<file path="config.mk">
export PLATFORM = sky130hd
export DESIGN_NAME = apb_timer_slave
export DESIGN_NICKNAME = d
export VERILOG_FILES = /design/src/rtl/apb_timer_pkg.sv /design/src/rtl/apb_timer_slave_timer_core.sv /design/src/rtl/apb_timer_slave.sv
export SDC_FILE = /design/constraint.sdc
export NUM_CORES = 1
export LEC_CHECK = 0
export CAP_MARGIN = 40
export CORE_MARGIN = 2
export CORE_UTILIZATION = 40
export DETAILED_ROUTE_END_ITERATION = 7
export PLACE_DENSITY_LB_ADDON = 0.12
export SLEW_MARGIN = 20
export SYNTH_ARGS = -nofsm -noshare
export SYNTH_HDL_FRONTEND = slang
export SYNTH_SLANG_ARGS = --single-unit
</file>
<file path="constraint.sdc">
create_clock -name PCLK -period 3.15 [get_ports PCLK]
set_input_delay 0.63 -clock PCLK [delete_from_list [all_inputs] [get_ports PCLK]]
set_output_delay 0.63 -clock PCLK [all_outputs]
set_load 0.01 [all_outputs]
</file>
<file path="src/rtl/apb_timer_pkg.sv">
// Shared definitions for the APB timer slave: register offsets, bit indices, bus FSM states.
// Optional TSR/IER/irq support is enabled with APB_TIMER_IRQ_EN.
package apb_timer_pkg;

    localparam logic [2:0] OFF_TCR  = 3'd0;
    localparam logic [2:0] OFF_TCNT = 3'd1;
    localparam logic [2:0] OFF_PSC  = 3'd2;
    localparam logic [2:0] OFF_ARR  = 3'd3;
    localparam logic [2:0] OFF_TSR  = 3'd4;
    localparam logic [2:0] OFF_IER  = 3'd5;

    localparam int TCR_EN  = 0;
    localparam int TCR_CLR = 1;
    localparam int TSR_UIF = 0;
    localparam int IER_UIE = 0;

    typedef enum logic [1:0] {
        ST_IDLE,
        ST_WAIT,
        ST_RESP
    } bus_state_e;

endpackage

</file>
<file path="src/rtl/apb_timer_slave_timer_core.sv">
// Prescaler, up-counter and update flag of the APB timer.
// The update flag exists only when APB_TIMER_IRQ_EN is defined.
module timer_core
    import apb_timer_pkg::*;
#(
    parameter int CNT_W = 32
) (
    input  logic             clk,
    input  logic             rst_n,
    input  logic             en,
    input  logic             clr,
    input  logic [CNT_W-1:0] psc,
    input  logic [CNT_W-1:0] arr,
    input  logic             uif_clr,
    output logic [CNT_W-1:0] tcnt,
    output logic             uif
);

    logic [CNT_W-1:0] psc_cnt_q, psc_cnt_d;
    logic [CNT_W-1:0] tcnt_q, tcnt_d;
    logic             tick;
    logic             wrap;

    always_comb begin
        psc_cnt_d = psc_cnt_q;
        tcnt_d    = tcnt_q;
        tick      = 1'b0;
        wrap      = 1'b0;
        if (clr) begin
            psc_cnt_d = '0;
            tcnt_d    = '0;
        end else if (en) begin
            // >= keeps the prescaler from running away if PSC is lowered mid-count
            if (psc_cnt_q >= psc) begin
                psc_cnt_d = '0;
                tick      = 1'b1;
            end else begin
                psc_cnt_d = psc_cnt_q + CNT_W'(1);
            end
            if (tick) begin
                if (tcnt_q >= arr) begin
                    tcnt_d = '0;
                    wrap   = 1'b1;
                end else begin
                    tcnt_d = tcnt_q + CNT_W'(1);
                end
            end
        end
    end

    always_ff @(posedge clk or negedge rst_n) begin
        if (!rst_n) begin
            psc_cnt_q <= '0;
            tcnt_q    <= '0;
        end else begin
            psc_cnt_q <= psc_cnt_d;
            tcnt_q    <= tcnt_d;
        end
    end

    assign tcnt = tcnt_q;

`ifdef APB_TIMER_IRQ_EN
    logic uif_q, uif_d;

    // a wrap in the same cycle as a W1C keeps the flag set
    always_comb begin
        uif_d = wrap | (uif_q & ~uif_clr);
    end

    always_ff @(posedge clk or negedge rst_n) begin
        if (!rst_n) begin
            uif_q <= 1'b0;
        end else begin
            uif_q <= uif_d;
        end
    end

    assign uif = uif_q;
`else
    logic unused_uif;
    assign unused_uif = wrap ^ uif_clr;
    assign uif        = 1'b0;
`endif

endmodule

</file>
<file path="src/rtl/apb_timer_slave.sv">
// APB completer wrapping a prescaled up-counter timer with wait-state insertion.
// Define APB_TIMER_IRQ_EN to implement TSR/IER and the irq output.
module apb_timer_slave
    import apb_timer_pkg::*;
#(
    parameter int CNT_W       = 32,
    parameter int WAIT_CYCLES = 1
) (
    input  logic        PCLK,
    input  logic        PRESET,
    input  logic [31:0] PADDR,
    input  logic [31:0] PWDATA,
    input  logic        PWRITE,
    input  logic        PENABLE,
    input  logic        PSEL,
    output logic [31:0] PRDATA,
    output logic        PREADY,
    output logic        irq
);

    // the first ACCESS cycle is spent in IDLE and counts as one wait cycle
    localparam logic [3:0] WAIT_LOAD =
        (WAIT_CYCLES > 1) ? 4'(WAIT_CYCLES - 2) : 4'd0;

    bus_state_e       state_q, state_d;
    logic [3:0]       wcnt_q, wcnt_d;
    logic             pready_q, pready_d;
    logic [31:0]      prdata_q, prdata_d;

    logic             en_q, en_d;
    logic [CNT_W-1:0] psc_q, psc_d;
    logic [CNT_W-1:0] arr_q, arr_d;

    logic [2:0]       addr;
    logic             wr_en;
    logic             go_resp;
    logic             clr;
    logic             uif_clr;
    logic [31:0]      rdata;
    logic [CNT_W-1:0] tcnt;
    logic             uif;

    assign addr  = PADDR[4:2];
    assign wr_en = (state_q == ST_RESP) & PSEL & PENABLE & PWRITE;

    always_comb begin
        state_d  = state_q;
        wcnt_d   = wcnt_q;
        pready_d = 1'b0;
        prdata_d = '0;
        go_resp  = 1'b0;
        unique case (state_q)
            ST_IDLE: begin
                if (PSEL && PENABLE) begin
                    if (WAIT_CYCLES > 1) begin
                        state_d = ST_WAIT;
                        wcnt_d  = WAIT_LOAD;
                    end else begin
                        go_resp = 1'b1;
                    end
                end
            end
            ST_WAIT: begin
                if (!PSEL) begin
                    state_d = ST_IDLE;
                end else if (wcnt_q == 4'd0) begin
                    go_resp = 1'b1;
                end else begin
                    wcnt_d = wcnt_q - 4'd1;
                end
            end
            ST_RESP: begin
                state_d = ST_IDLE;
            end
            default: begin
                state_d = ST_IDLE;
            end
        endcase
        if (go_resp) begin
            state_d  = ST_RESP;
            pready_d = 1'b1;
            prdata_d = PWRITE ? 32'd0 : rdata;
        end
    end

    always_ff @(posedge PCLK or negedge PRESET) begin
        if (!PRESET) begin
            state_q  <= ST_IDLE;
            wcnt_q   <= '0;
            pready_q <= 1'b0;
            prdata_q <= '0;
        end else begin
            state_q  <= state_d;
            wcnt_q   <= wcnt_d;
            pready_q <= pready_d;
            prdata_q <= prdata_d;
        end
    end

    assign PREADY = pready_q;
    assign PRDATA = prdata_q;

    always_comb begin
        en_d    = en_q;
        psc_d   = psc_q;
        arr_d   = arr_q;
        clr     = 1'b0;
        uif_clr = 1'b0;
        if (wr_en) begin
            case (addr)
                OFF_TCR: begin
                    en_d = PWDATA[TCR_EN];
                    clr  = PWDATA[TCR_CLR];
                end
                OFF_PSC: psc_d   = PWDATA[CNT_W-1:0];
                OFF_ARR: arr_d   = PWDATA[CNT_W-1:0];
                OFF_TSR: uif_clr = PWDATA[TSR_UIF];
                default: ;
            endcase
        end
    end

    always_ff @(posedge PCLK or negedge PRESET) begin
        if (!PRESET) begin
            en_q  <= 1'b0;
            psc_q <= '0;
            arr_q <= '0;
        end else begin
            en_q  <= en_d;
            psc_q <= psc_d;
            arr_q <= arr_d;
        end
    end

    timer_core #(
        .CNT_W (CNT_W)
    ) u_core (
        .clk     (PCLK),
        .rst_n   (PRESET),
        .en      (en_q),
        .clr     (clr),
        .psc     (psc_q),
        .arr     (arr_q),
        .uif_clr (uif_clr),
        .tcnt    (tcnt),
        .uif     (uif)
    );

`ifdef APB_TIMER_IRQ_EN
    logic ier_q, ier_d;
    logic irq_q, irq_d;

    always_comb begin
        ier_d = ier_q;
        if (wr_en && (addr == OFF_IER)) begin
            ier_d = PWDATA[IER_UIE];
        end
        irq_d = uif & ier_q;
    end

    always_ff @(posedge PCLK or negedge PRESET) begin
        if (!PRESET) begin
            ier_q <= 1'b0;
            irq_q <= 1'b0;
        end else begin
            ier_q <= ier_d;
            irq_q <= irq_d;
        end
    end

    assign irq = irq_q;
`else
    logic ier_q;
    logic unused_uif_top;
    assign ier_q          = 1'b0;
    assign unused_uif_top = uif;
    assign irq            = 1'b0;
`endif

    always_comb begin
        rdata = '0;
        case (addr)
            OFF_TCR:  rdata = {31'd0, en_q};
            OFF_TCNT: rdata = 32'(tcnt);
            OFF_PSC:  rdata = 32'(psc_q);
            OFF_ARR:  rdata = 32'(arr_q);
            OFF_TSR:  rdata = {31'd0, uif};
            OFF_IER:  rdata = {31'd0, ier_q};
            default:  rdata = '0;
        endcase
    end

    logic unused_bits;
    assign unused_bits = ^{PADDR[31:5], PADDR[1:0], PWDATA};

endmodule

</file>
==> flow_summary.html, run 1 <==
<table>
<tr><th>Metric</th><th>Value</th></tr>
<tr><th colspan="2">Status</th></tr>
<tr><td>Run status</td><td>finished, final reports clean</td></tr>
<tr><th colspan="2">Setup path</th></tr>
<tr><td>Required time of the critical path</td><td>3450 ps</td></tr>
<tr><td>Type of destination of the critical path</td><td>flop</td></tr>
<tr><td>Largest delay share family, worst path</td><td>simple AND/OR/NAND/NOR gates</td></tr>
<tr><td>Buffers and inverters on the worst path</td><td>2</td></tr>
<tr><td>Slowest cell on crit path</td><td>sky130_fd_sc_hd__or4b_1</td></tr>
<tr><td>Kind of critical path</td><td>flop to flop</td></tr>
<tr><td>Cell occurring most often along the worst timing path</td><td>sky130_fd_sc_hd__buf_4</td></tr>
<tr><td>Peak fanout along the critical path</td><td>16</td></tr>
<tr><td>Setup crit start kind</td><td>flop</td></tr>
<tr><td>CP Cell Sequence</td><td>ha_1 &gt; nand4_1 &gt; nor3_1 &gt; or4b_1 &gt; a31oi_1 &gt; or3_1 &gt; buf_4 &gt; buf_4 &gt; a2bb2oi_1 &gt; o31ai_2</td></tr>
<tr><td>Largest stage delay on the critical path</td><td>520 ps</td></tr>
<tr><td>Crit path arrival time</td><td>3230 ps</td></tr>
<tr><th colspan="2">Timing</th></tr>
<tr><td>Achievable frequency</td><td>342 MHz</td></tr>
<tr><td>Tmin final</td><td>2930 ps</td></tr>
<tr><td>Max-slew headroom</td><td>51.3%</td></tr>
<tr><td>Part of the cycle the worst path needs</td><td>93.0%</td></tr>
<tr><td>Final max-slew violation count</td><td>0</td></tr>
<tr><td>Unrepaired setup endpoints after global routing</td><td>false</td></tr>
<tr><td>Measured slew at the worst slew-check pin</td><td>731 ps</td></tr>
<tr><td>Total negative setup slack</td><td>0 ps</td></tr>
<tr><td>Number of failing setup endpoints in the final timing report</td><td>0</td></tr>
<tr><td>Post-Route Hold Slack</td><td>242 ps</td></tr>
<tr><td>Final hold viol count</td><td>0</td></tr>
<tr><td>Post-Route Skew</td><td>10.5 ps</td></tr>
<tr><th colspan="2">Detailed routing</th></tr>
<tr><td>Via density per instance</td><td>5.27</td></tr>
<tr><td>Routed wire length per instance</td><td>17.3 um</td></tr>
<tr><td>Vias after detailed routing</td><td>6953</td></tr>
<tr><td>Antenna violation net count after detailed routing</td><td>0</td></tr>
<tr><td>Wire length reported by the detailed router</td><td>22900 um</td></tr>
<tr><td>Post-route DRC</td><td>0</td></tr>
<tr><td>Pre-antenna DRT Iters</td><td>5</td></tr>
<tr><td>Number of design-rule violations left by the first detailed-router iteration</td><td>421</td></tr>
<tr><th colspan="2">Synth</th></tr>
<tr><td>FFs w/ async S/R, synth</td><td>100%</td></tr>
<tr><td>Mean cell area of the mapped netlist</td><td>9.88 um^2</td></tr>
<tr><td>Adder and majority gate portion of the synthesized area</td><td>9.02%</td></tr>
<tr><td>Mapped Cells</td><td>927</td></tr>
<tr><td>Count of warnings emitted by yosys</td><td>0</td></tr>
<tr><td>Largest family of logic cells by synthesized area</td><td>simple AND/OR/NAND/NOR gates</td></tr>
<tr><td>Area of the mapped netlist</td><td>9160 um^2</td></tr>
<tr><td>Number of flops mapped to enable cells by yosys</td><td>0</td></tr>
<tr><td>Net count after synthesis</td><td>1062</td></tr>
<tr><td>Portion of netlist area occupied by mux cells</td><td>8.24%</td></tr>
<tr><td>Synth Area in Compound Gates</td><td>14.9%</td></tr>
<tr><td>Post-synthesis sequential element count</td><td>163</td></tr>
<tr><td>Share of synthesized cell area in and, or, nand and nor gates</td><td>15.8%</td></tr>
<tr><td>Netlist cell types</td><td>58</td></tr>
<tr><td>Sequential share of the synthesized area</td><td>44.5%</td></tr>
<tr><td>Primary flip-flop cell chosen by synthesis mapping</td><td>sky130_fd_sc_hd__dfrtp_1</td></tr>
<tr><td>Post-Synth XOR/XNOR Area</td><td>2.49%</td></tr>
<tr><th colspan="2">Global routing</th></tr>
<tr><td>Maximum number of pins on one net before global-route repair</td><td>78</td></tr>
<tr><td>Global-route total usage across every layer</td><td>19.6%</td></tr>
<tr><td>Number of global-route vias before repair</td><td>6484</td></tr>
<tr><td>Initial antenna violation count</td><td>0</td></tr>
<tr><td>Overall overflow remaining after global route</td><td>0</td></tr>
<tr><td>Wire length of the first global-routing pass</td><td>36600 um</td></tr>
<tr><th colspan="2">Clocking</th></tr>
<tr><td>Clock root buffer</td><td>sky130_fd_sc_hd__clkbuf_16</td></tr>
<tr><td>Post-CTS Resized</td><td>0</td></tr>
<tr><td>CTS tree</td><td>done</td></tr>
<tr><td>Clock latency at the later pin of the worst-skew pair</td><td>430 ps</td></tr>
<tr><td>Reg clk slew, reported paths</td><td>70 ps</td></tr>
<tr><td>Hold_buf cts</td><td>0</td></tr>
<tr><td>Post-CTS repair timing setup buffer count</td><td>0</td></tr>
<tr><td>Total number of H-tree levels</td><td>4</td></tr>
<tr><td>Total clock buffers created by CTS</td><td>17</td></tr>
<tr><td>Sinks on the clock net</td><td>163</td></tr>
<tr><td>Number of buffers between clock root and the deepest sink</td><td>2</td></tr>
<tr><th colspan="2">Floorplan</th></tr>
<tr><td>Top-Level Pins</td><td>103</td></tr>
<tr><td>Core area</td><td>22600 um^2</td></tr>
<tr><td>Horizontal extent of the die</td><td>155 um</td></tr>
<tr><td>Num rows</td><td>55</td></tr>
<tr><td>Area enclosed by the die boundary</td><td>24100 um^2</td></tr>
<tr><td>Initial Util</td><td>40.6%</td></tr>
<tr><td>Die outline height</td><td>155 um</td></tr>
<tr><th colspan="2">Layout</th></tr>
<tr><td>Area of the multi-input gates</td><td>4630 um^2</td></tr>
<tr><td>Area occupied by registers</td><td>4080 um^2</td></tr>
<tr><td># fillers</td><td>2126</td></tr>
<tr><td>Core Util, Final</td><td>48.9%</td></tr>
<tr><td>Layout Nets</td><td>1157</td></tr>
<tr><td>Layout overhead on the synthesized area</td><td>20.5%</td></tr>
<tr><td>Fraction of final layout cells sized beyond drive strength 1</td><td>16.4%</td></tr>
<tr><td>Antenna fix cells</td><td>0</td></tr>
<tr><th colspan="2">Power and ir drop</th></tr>
<tr><td>Power Internal</td><td>3.83 mW</td></tr>
<tr><td>Switching power share of the total</td><td>25.9%</td></tr>
<tr><td>Clock network power share</td><td>40.9%</td></tr>
<tr><td>IR Drop Worst-Case VDD</td><td>0.000338 V</td></tr>
<tr><td>Leakage</td><td>5.06 nW</td></tr>
<tr><td>Combinational group share of total power</td><td>15.5%</td></tr>
<tr><td>Share of total power in sequential cells</td><td>43.5%</td></tr>
<tr><td>P_sw</td><td>1.34 mW</td></tr>
<tr><td>Areal power density over the cells</td><td>468 nW/um^2</td></tr>
<tr><th colspan="2">Job</th></tr>
<tr><td>Count of maximum capacitance violations</td><td>0</td></tr>
<tr><th colspan="2">Placed design</th></tr>
<tr><td>Final weighted congestion of routability-driven global placement</td><td>0.800</td></tr>
<tr><td>Count of input and output buffers</td><td>72</td></tr>
<tr><td>DPL Wire Length</td><td>16900 um</td></tr>
<tr><th colspan="2">Min path</th></tr>
<tr><td>Min-delay worst type</td><td>input port to asynchronous set/reset pin</td></tr>
</table>
## cells in the mapped netlist, drive strengths merged, types with 2 or more instances
library cell | count | share of area [%]
o21ai | 61 | 3.3
xor2 | 19 | 1.8
a221oi | 3 | 0.29
o31ai | 17 | 2.3
a2bb2oi | 24 | 2.3
a21oi | 27 | 1.5
or3 | 5 | 0.34
inv | 70 | 2.9
xnor2 | 7 | 0.67
clkbuf | 24 | 0.98
nor3 | 12 | 0.77
nand4 | 27 | 1.9
dfrtp | 163 | 45
o41ai | 6 | 0.66
and2 | 7 | 0.48
and4 | 6 | 0.57
a22oi | 31 | 2.5
a21o | 2 | 0.16
a22o | 4 | 0.38
nand2b | 5 | 0.42
or2 | 2 | 0.14
and3 | 15 | 1.0
nor2 | 80 | 3.3
mux2 | 65 | 8.0
a211oi | 2 | 0.16
o21bai | 2 | 0.16
nor2b | 3 | 0.20
nand3 | 24 | 1.3
buf | 17 | 1.1
nand2 | 107 | 4.4
a221o | 3 | 0.33
nor4 | 6 | 0.41
ha | 66 | 9.0
## cell type report
type                    instances  share of cell area, %
clock inverters                 8                  0.895
flip-flops and latches        163                   37.0
inverters                      70                   2.38
multi-input cells             653                   42.0
repair buffers                117                   10.0
well taps                     285                   3.23
clock buffers                  24                   4.55
## metrics by stage
step                      instance area, um^2  power, mW  setup WS [ps]  cells
final                                   11000       5.17            222   1320
after global routing                    11000       5.41           81.4   1320
after CTS                               11000       5.23            240   1320
after detailed placement                10400       3.09           49.6   1288
after global placement                  10400       3.09           85.3   1288
after floorplan                          9160       2.76            596    927
## per-layer routing
| layer | wire (um) | share of wire [%] | GRT usage, % |
|---|---|---|---|
| met3 | 592 | 2.6 | 2.51 |
| met2 | 9970 | 44 | 28.4 |
| met4 | 238 | 1.0 | 5.02 |
| met1 | 12100 | 53 | 30.9 |
| met5 | 0 | 0 | 0 |
## worst reg2reg max path: stages (launching register included)
cell and delay [ps]:
sky130_fd_sc_hd__dfrtp_1 480, sky130_fd_sc_hd__ha_1 360, sky130_fd_sc_hd__nand4_1 110, sky130_fd_sc_hd__nor3_1 310
sky130_fd_sc_hd__or4b_1 520, sky130_fd_sc_hd__a31oi_1 190, sky130_fd_sc_hd__or3_1 140, sky130_fd_sc_hd__buf_4 150
sky130_fd_sc_hd__buf_4 240, sky130_fd_sc_hd__a2bb2oi_1 220, sky130_fd_sc_hd__o31ai_2 90
## power by group through the flow
| stage | sequential [mW] | combinational [mW] | clock [mW] |
|---|---|---|---|
| after global placement | 2.28 | 0.802 | 0 |
| after global routing | 2.26 | 0.897 | 2.25 |
| final | 2.25 | 0.802 | 2.12 |
| after floorplan | 2.28 | 0.483 | 0 |
| after detailed placement | 2.29 | 0.808 | 0 |
| after CTS | 2.25 | 0.810 | 2.17 |
## logic make-up after synthesis
logic type,after synthesis
xor+xnor,26
flops,163
simple gates,303
fa+ha+maj,66
other cells,1
buf+inv,111
compound gates,191
mux,66
## path summary, 6_finish.rpt
kind | start | end | slack (ps) | cells past startpoint
worst max-delay path | u_core.tcnt[13] | u_core.tcnt[23] | 220 | 10
max in group asynchronous | PRESET | PRDATA[30] | 2170 | 2
min in group PCLK | psc_q[5] | psc_q[5] | 500 | 1
worst min register to register | psc_q[5] | psc_q[5] | 500 | 1
worst max register to register | u_core.tcnt[13] | u_core.tcnt[23] | 220 | 10
worst min-delay path | PRESET | u_core.psc_cnt_q[3] | 240 | 1
## placed cells by master, fill, tap and decap left out, drive strengths merged, types with 5 or more instances in the layout
cell type      count
a2bb2oi           24
a22oi             31
o31ai             17
nor4               6
dfrtp            163
and4               6
clkdlybuf4s50     70
and2               7
nor3              12
and3              15
o41ai              6
a21oi             27
o21ai             61
buf               47
xor2              19
nor2              80
clkbuf            24
inv               70
mux2              65
nand2            107
xnor2              7
nand4             27
ha                66
or3                5
nand3             24
nand2b             5
## registers in the layout, summed over array words and instances (netlist names)
register and count:
state_q 1, en_q 1, arr_q 32, u_core.tcnt 32
PREADY 1, PRDATA 32, u_core.psc_cnt_q 32, psc_q 32
Note: power is estimated with default switching activity, not from simulation.
==> inputs of run 2 (changes only) <==
- clock period: 3.15 -> 3.25 ns (I/O delays scaled with it)
==> run 2 against run 1 <==
Net effect:
- register-to-register slack improved by 20 ps
- hold slack improved by 1.6 ps
- clock skew decreased by 1.7 ps
- power increased by 0.30%
- highest routed layer unchanged
- sequential cell count unchanged
- core utilization increased by 0.29 points
- sequential share of layout area decreased by 0.22 points
- die area unchanged
- non-clock buffer count increased by 1
- count of clock-buffer cells in the layout increased by 1
==> flow_summary.html, run 2 (synthesis gave the netlist of run 1 again) <==
<table>
<tr><th>Metric</th><th>Value</th></tr>
<tr><th colspan="2">Layout</th></tr>
<tr><td>Fraction of final layout cells sized beyond drive strength 1</td><td>16.5% (+0.081 points)</td></tr>
<tr><td>Most common cell after layout, fill and taps aside</td><td>sky130_fd_sc_hd__dfrtp_1</td></tr>
<tr><td>Core Util, Final</td><td>49.2% (+0.29 points)</td></tr>
<tr><td>Antenna fix cells</td><td>0 (unchanged)</td></tr>
<tr><td>Layout Nets</td><td>1158 (+0.086%)</td></tr>
<tr><td># fillers</td><td>2119 (-0.33%)</td></tr>
<tr><td>Commonest non-fill, non-tap cells in the layout</td><td>sky130_fd_sc_hd__dfrtp_1 (163), sky130_fd_sc_hd__nand2_1 (107), sky130_fd_sc_hd__nor2_1 (80), sky130_fd_sc_hd__inv_1 (70), sky130_fd_sc_hd__clkdlybuf4s50_1 (70)</td></tr>
<tr><td>Layout overhead on the synthesized area</td><td>21.2%</td></tr>
<tr><th colspan="2">Timing</th></tr>
<tr><td>Total negative setup slack</td><td>0 ps (unchanged)</td></tr>
<tr><td>Number of failing setup endpoints in the final timing report</td><td>0 (unchanged)</td></tr>
<tr><td>Post-Route Skew</td><td>8.87 ps (-1.66 ps)</td></tr>
<tr><td>Final max-slew violation count</td><td>0 (unchanged)</td></tr>
<tr><td>Achievable frequency</td><td>333 MHz (-2.5%)</td></tr>
<tr><td>Tmin final</td><td>3000 ps (+75.0 ps)</td></tr>
<tr><td>Unrepaired setup endpoints after global routing</td><td>false</td></tr>
<tr><td>Max-slew headroom</td><td>54.3% (+3.0 points)</td></tr>
<tr><td>Part of the cycle the worst path needs</td><td>92.4% (-0.55 points)</td></tr>
<tr><td>Post-Route Hold Slack</td><td>244 ps (+1.56 ps)</td></tr>
<tr><td>Measured slew at the worst slew-check pin</td><td>686 ps (-44.9 ps)</td></tr>
<tr><td>Final hold viol count</td><td>0 (unchanged)</td></tr>
<tr><th colspan="2">Power and ir drop</th></tr>
<tr><td>Leakage</td><td>5.09 nW (+0.64%)</td></tr>
<tr><td>Areal power density over the cells</td><td>467 nW/um^2 (-0.29%)</td></tr>
<tr><td>IR Drop Worst-Case VDD</td><td>0.000328 V (-3.1%)</td></tr>
<tr><td>Clock network power share</td><td>43.4% (+2.5 points)</td></tr>
<tr><td>Power Internal</td><td>3.87 mW (+1.2%)</td></tr>
<tr><td>Switching power share of the total</td><td>25.3% (-0.64 points)</td></tr>
<tr><td>P_sw</td><td>1.31 mW (-2.2%)</td></tr>
<tr><td>Combinational group share of total power</td><td>14.4% (-1.1 points)</td></tr>
<tr><td>Share of total power in sequential cells</td><td>42.2% (-1.3 points)</td></tr>
<tr><th colspan="2">Setup path</th></tr>
<tr><td>Buffers and inverters on the worst path</td><td>2 (unchanged)</td></tr>
<tr><td>Count of cell instances traversed by the critical path</td><td>10 (unchanged)</td></tr>
<tr><td>Worst R2R End</td><td>u_core.tcnt[25]</td></tr>
<tr><td>Worst setup endpoint</td><td>u_core.tcnt[25]</td></tr>
<tr><td>Largest delay share family, worst path</td><td>simple AND/OR/NAND/NOR gates</td></tr>
<tr><td>Crit path arrival time</td><td>3310 ps (+80 ps)</td></tr>
<tr><td>Reg2Reg Setup Slack</td><td>250 ps (+20 ps)</td></tr>
<tr><td>Type of destination of the critical path</td><td>flop</td></tr>
<tr><td>Worst Reg2Reg Path Length in Cells</td><td>10 (unchanged)</td></tr>
<tr><td>CP startpoint</td><td>u_core.tcnt[13]</td></tr>
<tr><td>Cell occurring most often along the worst timing path</td><td>sky130_fd_sc_hd__buf_4</td></tr>
<tr><td>Slowest cell on crit path</td><td>sky130_fd_sc_hd__or4b_1</td></tr>
<tr><td>Setup crit start kind</td><td>flop</td></tr>
<tr><td>CP Cell Sequence</td><td>ha_1 &gt; nand4_1 &gt; nor3_1 &gt; or4b_1 &gt; a31oi_1 &gt; or3_1 &gt; buf_4 &gt; buf_4 &gt; a2bb2oi_1 &gt; o41ai_2</td></tr>
<tr><td>R2r startpoint</td><td>u_core.tcnt[13]</td></tr>
<tr><td>Required time of the critical path</td><td>3560 ps (+110 ps)</td></tr>
<tr><td>Peak fanout along the critical path</td><td>17 (+1)</td></tr>
<tr><td>Largest stage delay on the critical path</td><td>510 ps (about the same)</td></tr>
<tr><td>Kind of critical path</td><td>flop to flop</td></tr>
<tr><th colspan="2">Clocking</th></tr>
<tr><td>Reg clk slew, reported paths</td><td>60 ps (about the same)</td></tr>
<tr><td>Sinks on the clock net</td><td>163 (unchanged)</td></tr>
<tr><td>Hold_buf cts</td><td>0 (unchanged)</td></tr>
<tr><td>Post-CTS Resized</td><td>0 (unchanged)</td></tr>
<tr><td>Clock latency at the later pin of the worst-skew pair</td><td>430 ps (about the same)</td></tr>
<tr><td>Total clock buffers created by CTS</td><td>17 (unchanged)</td></tr>
<tr><td>Number of buffers between clock root and the deepest sink</td><td>2 (unchanged)</td></tr>
<tr><td>CTS tree</td><td>done</td></tr>
<tr><td>Total number of H-tree levels</td><td>4 (unchanged)</td></tr>
<tr><td>Clock root buffer</td><td>sky130_fd_sc_hd__clkbuf_16</td></tr>
<tr><td>Post-CTS repair timing setup buffer count</td><td>0 (unchanged)</td></tr>
<tr><th colspan="2">Global routing</th></tr>
<tr><td>Global-route total usage across every layer</td><td>19.9% (+0.22 points)</td></tr>
<tr><td>Wire length of the first global-routing pass</td><td>36900 um (+0.83%)</td></tr>
<tr><td>Number of global-route vias before repair</td><td>6660 (+2.7%)</td></tr>
<tr><td>Overall overflow remaining after global route</td><td>0 (unchanged)</td></tr>
<tr><td>Initial antenna violation count</td><td>0 (unchanged)</td></tr>
<tr><td>Maximum number of pins on one net before global-route repair</td><td>72 (-7.7%)</td></tr>
<tr><th colspan="2">Placed design</th></tr>
<tr><td>DPL Wire Length</td><td>16900 um (-0.20%)</td></tr>
<tr><td>Final weighted congestion of routability-driven global placement</td><td>0.791 (-1.2%)</td></tr>
<tr><td>Count of input and output buffers</td><td>72 (unchanged)</td></tr>
<tr><th colspan="2">Detailed routing</th></tr>
<tr><td>Number of design-rule violations left by the first detailed-router iteration</td><td>396 (-5.9%)</td></tr>
<tr><td>Routed wire length per instance</td><td>17.4 um (+0.13%)</td></tr>
<tr><td>Pre-antenna DRT Iters</td><td>4 (-1)</td></tr>
<tr><td>Antenna violation net count after detailed routing</td><td>0 (unchanged)</td></tr>
<tr><td>Via density per instance</td><td>5.27 (about the same)</td></tr>
<tr><td>Vias after detailed routing</td><td>6961 (+0.12%)</td></tr>
<tr><td>Wire length reported by the detailed router</td><td>22900 um (+0.21%)</td></tr>
<tr><td>Post-route DRC</td><td>0 (unchanged)</td></tr>
<tr><th colspan="2">Job</th></tr>
<tr><td>Count of maximum capacitance violations</td><td>0 (unchanged)</td></tr>
<tr><th colspan="2">Floorplan</th></tr>
<tr><td>Num rows</td><td>55 (unchanged)</td></tr>
<tr><td>Area enclosed by the die boundary</td><td>24100 um^2 (unchanged)</td></tr>
<tr><td>Top-Level Pins</td><td>103 (unchanged)</td></tr>
<tr><td>Initial Util</td><td>40.6% (unchanged)</td></tr>
<tr><td>Die outline height</td><td>155 um (unchanged)</td></tr>
<tr><td>Core area</td><td>22600 um^2 (unchanged)</td></tr>
<tr><td>Horizontal extent of the die</td><td>155 um (unchanged)</td></tr>
<tr><th colspan="2">Status</th></tr>
<tr><td>Run status</td><td>finished, final reports clean</td></tr>
<tr><th colspan="2">Min path</th></tr>
<tr><td>Min-delay worst type</td><td>input port to asynchronous set/reset pin</td></tr>
</table>
==> run 2: worst min-delay path by stage <==
stage                   start             endpoint  cells after the start
finish                 PRESET  u_core.psc_cnt_q[0]                      1
global route           PRESET  u_core.psc_cnt_q[0]                      1
floorplan              PRESET            PRDATA[0]                      0
CTS                    PRESET  u_core.psc_cnt_q[0]                      1
global placement    psc_q[18]            psc_q[18]                      1
detailed placement  psc_q[26]            psc_q[26]                      1
==> run 2: metal layers <==
layer	up-vias	global-route usage [%]	part of all wire, %
met2	127	28.6	43
met1	3342	31.3	53
met3	19	2.34	3.1
li1	3473	-	-
met4	0	5.59	1.2
met5	-	0	0
==> run 2: power groups by stage <==
stage | clock network (mW) | registers, mW | logic, mW
after floorplan | 0 | 2.21 | 0.468
after global placement | 0 | 2.22 | 0.743
after detailed placement | 0 | 2.22 | 0.751
after CTS | 2.30 | 2.18 | 0.754
after global routing | 2.38 | 2.20 | 0.840
final | 2.25 | 2.19 | 0.746
==> run 2: final cells by class <==
| class | count | area, um^2 | area share (%) |
|---|---|---|---|
| tap | 285 | 357 | 3.21 |
| sequential | 163 | 4080 | 36.7 |
| inverter | 70 | 263 | 2.37 |
| clock buffer | 25 | 515 | 4.64 |
| multi-input combinational | 653 | 4630 | 41.7 |
| clock inverter | 7 | 143 | 1.28 |
| timing repair buffer | 118 | 1110 | 10.0 |
==> run 2: stage by stage <==
step	std cells	total power, mW	area (um^2)	worst slack [ps]
CTS	1321	5.23	11100	250
global placement	1289	2.96	10400	102
finish	1321	5.18	11100	247
global route	1321	5.42	11100	86.2
detailed placement	1289	2.97	10400	49.1
floorplan	927	2.68	9160	696
==> run 2: worst reg2reg max path: cells and delay by family (launching register included) <==
family	cells	cell delay, ps
adders and majority gates	1	360
DFF	1	470
and+or+nand+nor	4	1060
AOI/OAI and AO/OA	3	510
buffers and inverters	2	500
==> inputs of run 3 (changes only) <==
- CORE_UTILIZATION: 40 -> 36
- SLEW_MARGIN: 20 -> 5
==> run 3 against run 2 <==
Net effect:
- maximum frequency rose by 3.5%
- core utilization fell by 5.0 points
- global-route usage fell by 0.91 points
- power fell by 2.8%
- count of clock-buffer cells in the layout fell by 2
- cell area barely moved
- via count fell by 0.85%
- clock skew rose by 0.66 ps
==> flow_summary.html, run 3 (synthesis gave the netlist of run 1 again) <==
<table>
<tr><th>Metric</th><th>Value</th></tr>
<tr><th colspan="2">Clocking</th></tr>
<tr><td>Sinks on the clock net</td><td>163 (unchanged)</td></tr>
<tr><td>Clock latency at the later pin of the worst-skew pair</td><td>430 ps (about the same)</td></tr>
<tr><td>Reg clk slew, reported paths</td><td>60 ps (about the same)</td></tr>
<tr><td>Total number of H-tree levels</td><td>4 (unchanged)</td></tr>
<tr><td>CTS tree</td><td>done</td></tr>
<tr><td>Clock root buffer</td><td>sky130_fd_sc_hd__clkbuf_16</td></tr>
<tr><td>Number of buffers between clock root and the deepest sink</td><td>2 (unchanged)</td></tr>
<tr><td>Total clock buffers created by CTS</td><td>17 (unchanged)</td></tr>
<tr><th colspan="2">Timing</th></tr>
<tr><td>Unrepaired setup endpoints after global routing</td><td>false</td></tr>
<tr><td>Max-slew headroom</td><td>54.9% (+0.67 points)</td></tr>
<tr><td>Part of the cycle the worst path needs</td><td>89.3% (-3.1 points)</td></tr>
<tr><td>Tmin final</td><td>2900 ps (-101 ps)</td></tr>
<tr><td>Setup ws final</td><td>347 ps (+101 ps)</td></tr>
<tr><td>Post-Route Hold Slack</td><td>226 ps (-18.1 ps)</td></tr>
<tr><td>Final max-slew violation count</td><td>0 (unchanged)</td></tr>
<tr><td>Achievable frequency</td><td>345 MHz (+3.5%)</td></tr>
<tr><td>Final hold viol count</td><td>0 (unchanged)</td></tr>
<tr><td>Measured slew at the worst slew-check pin</td><td>676 ps (-10.0 ps)</td></tr>
<tr><td>Total negative setup slack</td><td>0 ps (unchanged)</td></tr>
<tr><td>Post-Route Skew</td><td>9.53 ps (+0.660 ps)</td></tr>
<tr><td>Number of failing setup endpoints in the final timing report</td><td>0 (unchanged)</td></tr>
<tr><th colspan="2">Floorplan</th></tr>
<tr><td>Area enclosed by the die boundary</td><td>26700 um^2 (+11%)</td></tr>
<tr><td>Core area</td><td>25100 um^2 (+11%)</td></tr>
<tr><td>Initial Util</td><td>36.5% (-4.1 points)</td></tr>
<tr><td>Die outline height</td><td>163 um (+5.3%)</td></tr>
<tr><td>Top-Level Pins</td><td>103 (unchanged)</td></tr>
<tr><td>Horizontal extent of the die</td><td>163 um (+5.3%)</td></tr>
<tr><td>Num rows</td><td>58 (+5.5%)</td></tr>
<tr><th colspan="2">Setup path</th></tr>
<tr><td>Setup crit start kind</td><td>flop</td></tr>
<tr><td>Reg2Reg Setup Slack</td><td>350 ps (+100 ps)</td></tr>
<tr><td>Kind of critical path</td><td>flop to flop</td></tr>
<tr><td>Peak fanout along the critical path</td><td>19 (+2)</td></tr>
<tr><td>Crit path arrival time</td><td>3220 ps (-90 ps)</td></tr>
<tr><td>Worst Reg2Reg Path Length in Cells</td><td>10 (unchanged)</td></tr>
<tr><td>Required time of the critical path</td><td>3570 ps (about the same)</td></tr>
<tr><td>Worst R2R End</td><td>u_core.tcnt[5]</td></tr>
<tr><td>Type of destination of the critical path</td><td>flop</td></tr>
<tr><td>R2r startpoint</td><td>u_core.tcnt[13]</td></tr>
<tr><th colspan="2">Power and ir drop</th></tr>
<tr><td>Total chip power</td><td>5.04 mW (-2.8%)</td></tr>
<tr><td>Leakage</td><td>5.07 nW (-0.43%)</td></tr>
<tr><td>Areal power density over the cells</td><td>454 nW/um^2 (-2.8%)</td></tr>
<tr><td>IR Drop Worst-Case VDD</td><td>0.000240 V (-27%)</td></tr>
<tr><th colspan="2">Global routing</th></tr>
<tr><td>Maximum number of pins on one net before global-route repair</td><td>71 (-1.4%)</td></tr>
<tr><td>Number of global-route vias before repair</td><td>6806 (+2.2%)</td></tr>
<tr><td>Wire length of the first global-routing pass</td><td>38600 um (+4.7%)</td></tr>
<tr><td>Initial antenna violation count</td><td>0 (unchanged)</td></tr>
<tr><td>Overall overflow remaining after global route</td><td>0 (unchanged)</td></tr>
<tr><td>Global-route total usage across every layer</td><td>18.9% (-0.91 points)</td></tr>
<tr><th colspan="2">Detailed routing</th></tr>
<tr><td>Post-route DRC</td><td>0 (unchanged)</td></tr>
<tr><td>Via density per instance</td><td>5.05 (-4.1%)</td></tr>
<tr><td>Number of design-rule violations left by the first detailed-router iteration</td><td>268 (-32%)</td></tr>
<tr><td>Wire length reported by the detailed router</td><td>23800 um (+3.7%)</td></tr>
<tr><td>Routed wire length per instance</td><td>17.4 um (+0.27%)</td></tr>
<tr><td>Pre-antenna DRT Iters</td><td>5 (+1)</td></tr>
<tr><td>Antenna violation net count after detailed routing</td><td>0 (unchanged)</td></tr>
<tr><td>Vias after detailed routing</td><td>6902 (-0.85%)</td></tr>
<tr><th colspan="2">Layout</th></tr>
<tr><td>Core Util, Final</td><td>44.2% (-5.0 points)</td></tr>
<tr><td>Most common cell after layout, fill and taps aside</td><td>sky130_fd_sc_hd__dfrtp_1</td></tr>
<tr><td>Layout Nets</td><td>1162 (+0.35%)</td></tr>
<tr><td>Finished layout cell area</td><td>11100 um^2 (about the same)</td></tr>
<tr><td>Non-filler instance count after layout</td><td>1366 (+3.4%)</td></tr>
<tr><td>Commonest non-fill, non-tap cells in the layout</td><td>sky130_fd_sc_hd__dfrtp_1 (163), sky130_fd_sc_hd__nand2_1 (107), sky130_fd_sc_hd__nor2_1 (80), sky130_fd_sc_hd__inv_1 (70), sky130_fd_sc_hd__clkdlybuf4s50_1 (70)</td></tr>
<tr><td>Antenna fix cells</td><td>0 (unchanged)</td></tr>
<tr><td>Layout overhead on the synthesized area</td><td>21.3% (about the same)</td></tr>
<tr><td>Fraction of final layout cells sized beyond drive strength 1</td><td>16.4% (-0.097 points)</td></tr>
<tr><th colspan="2">Placed design</th></tr>
<tr><td>Setup WS pre-CTS</td><td>60.9 ps (+11.8 ps)</td></tr>
<tr><td>DPL Wire Length</td><td>17800 um (+5.4%)</td></tr>
<tr><td>Placed inst area</td><td>10500 um^2 (+0.78%)</td></tr>
<tr><td>Post-Place Cells</td><td>1338 (+3.8%)</td></tr>
<tr><td>Final weighted congestion of routability-driven global placement</td><td>0.782 (-1.1%)</td></tr>
<tr><td>Count of input and output buffers</td><td>72 (unchanged)</td></tr>
<tr><th colspan="2">Status</th></tr>
<tr><td>Run status</td><td>finished, final reports clean</td></tr>
<tr><th colspan="2">Min path</th></tr>
<tr><td>Min-delay worst type</td><td>input port to asynchronous set/reset pin</td></tr>
<tr><th colspan="2">Job</th></tr>
<tr><td>Count of maximum capacitance violations</td><td>0 (unchanged)</td></tr>
</table>
run 3: cell count changes in the layout (fill, tap and decap cells not counted), sizes merged:
cell,change
clkinvlp,-2
clkbuf,-2
clkinv,+1
bufinv,-1
buf,+4
run 3: final cells by class:
type / count / area (um^2)
tap: 330 / 413
clock inverter: 5 / 103
sequential: 163 / 4080
multi-input combinational: 653 / 4630
timing repair buffer: 122 / 1140
clock buffer: 23 / 478
fill: 2486 / 14000
inverter: 70 / 263
run 3: per-layer routing:
layer / vias up / GRT usage (%) / wire (um)
met3: 19 / 3.17 / 783
met4: 0 / 4.11 / 220
met1: 3306 / 29.0 / 12400
li1: 3489 / - / -
met2: 88 / 27.9 / 10300
met5: - / 0 / 0
run 3: where the power goes:
| group | switching (mW) | internal, mW | total (mW) |
|---|---|---|---|
| registers | 0.0652 | 2.12 | 2.18 |
| clock network | 0.826 | 1.25 | 2.08 |
| logic | 0.418 | 0.360 | 0.778 |
run 3: how the worst max path moves through the flow:
stage / slack, ps / cells past startpoint / to / from
6_report: 350 / 10 / u_core.tcnt[5] / u_core.tcnt[13]
4_1_cts: 190 / 9 / u_core.tcnt[10] / u_core.psc_cnt_q[25]
2_1_floorplan: 700 / 12 / u_core.tcnt[20] / u_core.tcnt[0]
3_5_place_dp: 60 / 9 / u_core.tcnt[10] / PADDR[3]
3_3_place_gp: 90 / 9 / u_core.tcnt[14] / PADDR[3]
5_1_grt: 120 / 9 / u_core.tcnt[10] / u_core.psc_cnt_q[27]
run 3: what timing repair did:
item	in CTS	in global routing
setup buffers	0	0
gates resized for setup	0	1
setup endpoints to repair	0	2
hold buffers	0	0
run 3: critical path, cell delays in order (launching register included):
cell and delay, ps:
sky130_fd_sc_hd__dfrtp_1 470, sky130_fd_sc_hd__ha_1 340, sky130_fd_sc_hd__nand4_1 110, sky130_fd_sc_hd__nor3_1 260, sky130_fd_sc_hd__or4b_1 500, sky130_fd_sc_hd__a31oi_1 220
sky130_fd_sc_hd__or3_1 200, sky130_fd_sc_hd__buf_12 170, sky130_fd_sc_hd__nor2_1 60, sky130_fd_sc_hd__buf_4 160, sky130_fd_sc_hd__a221o_1 290
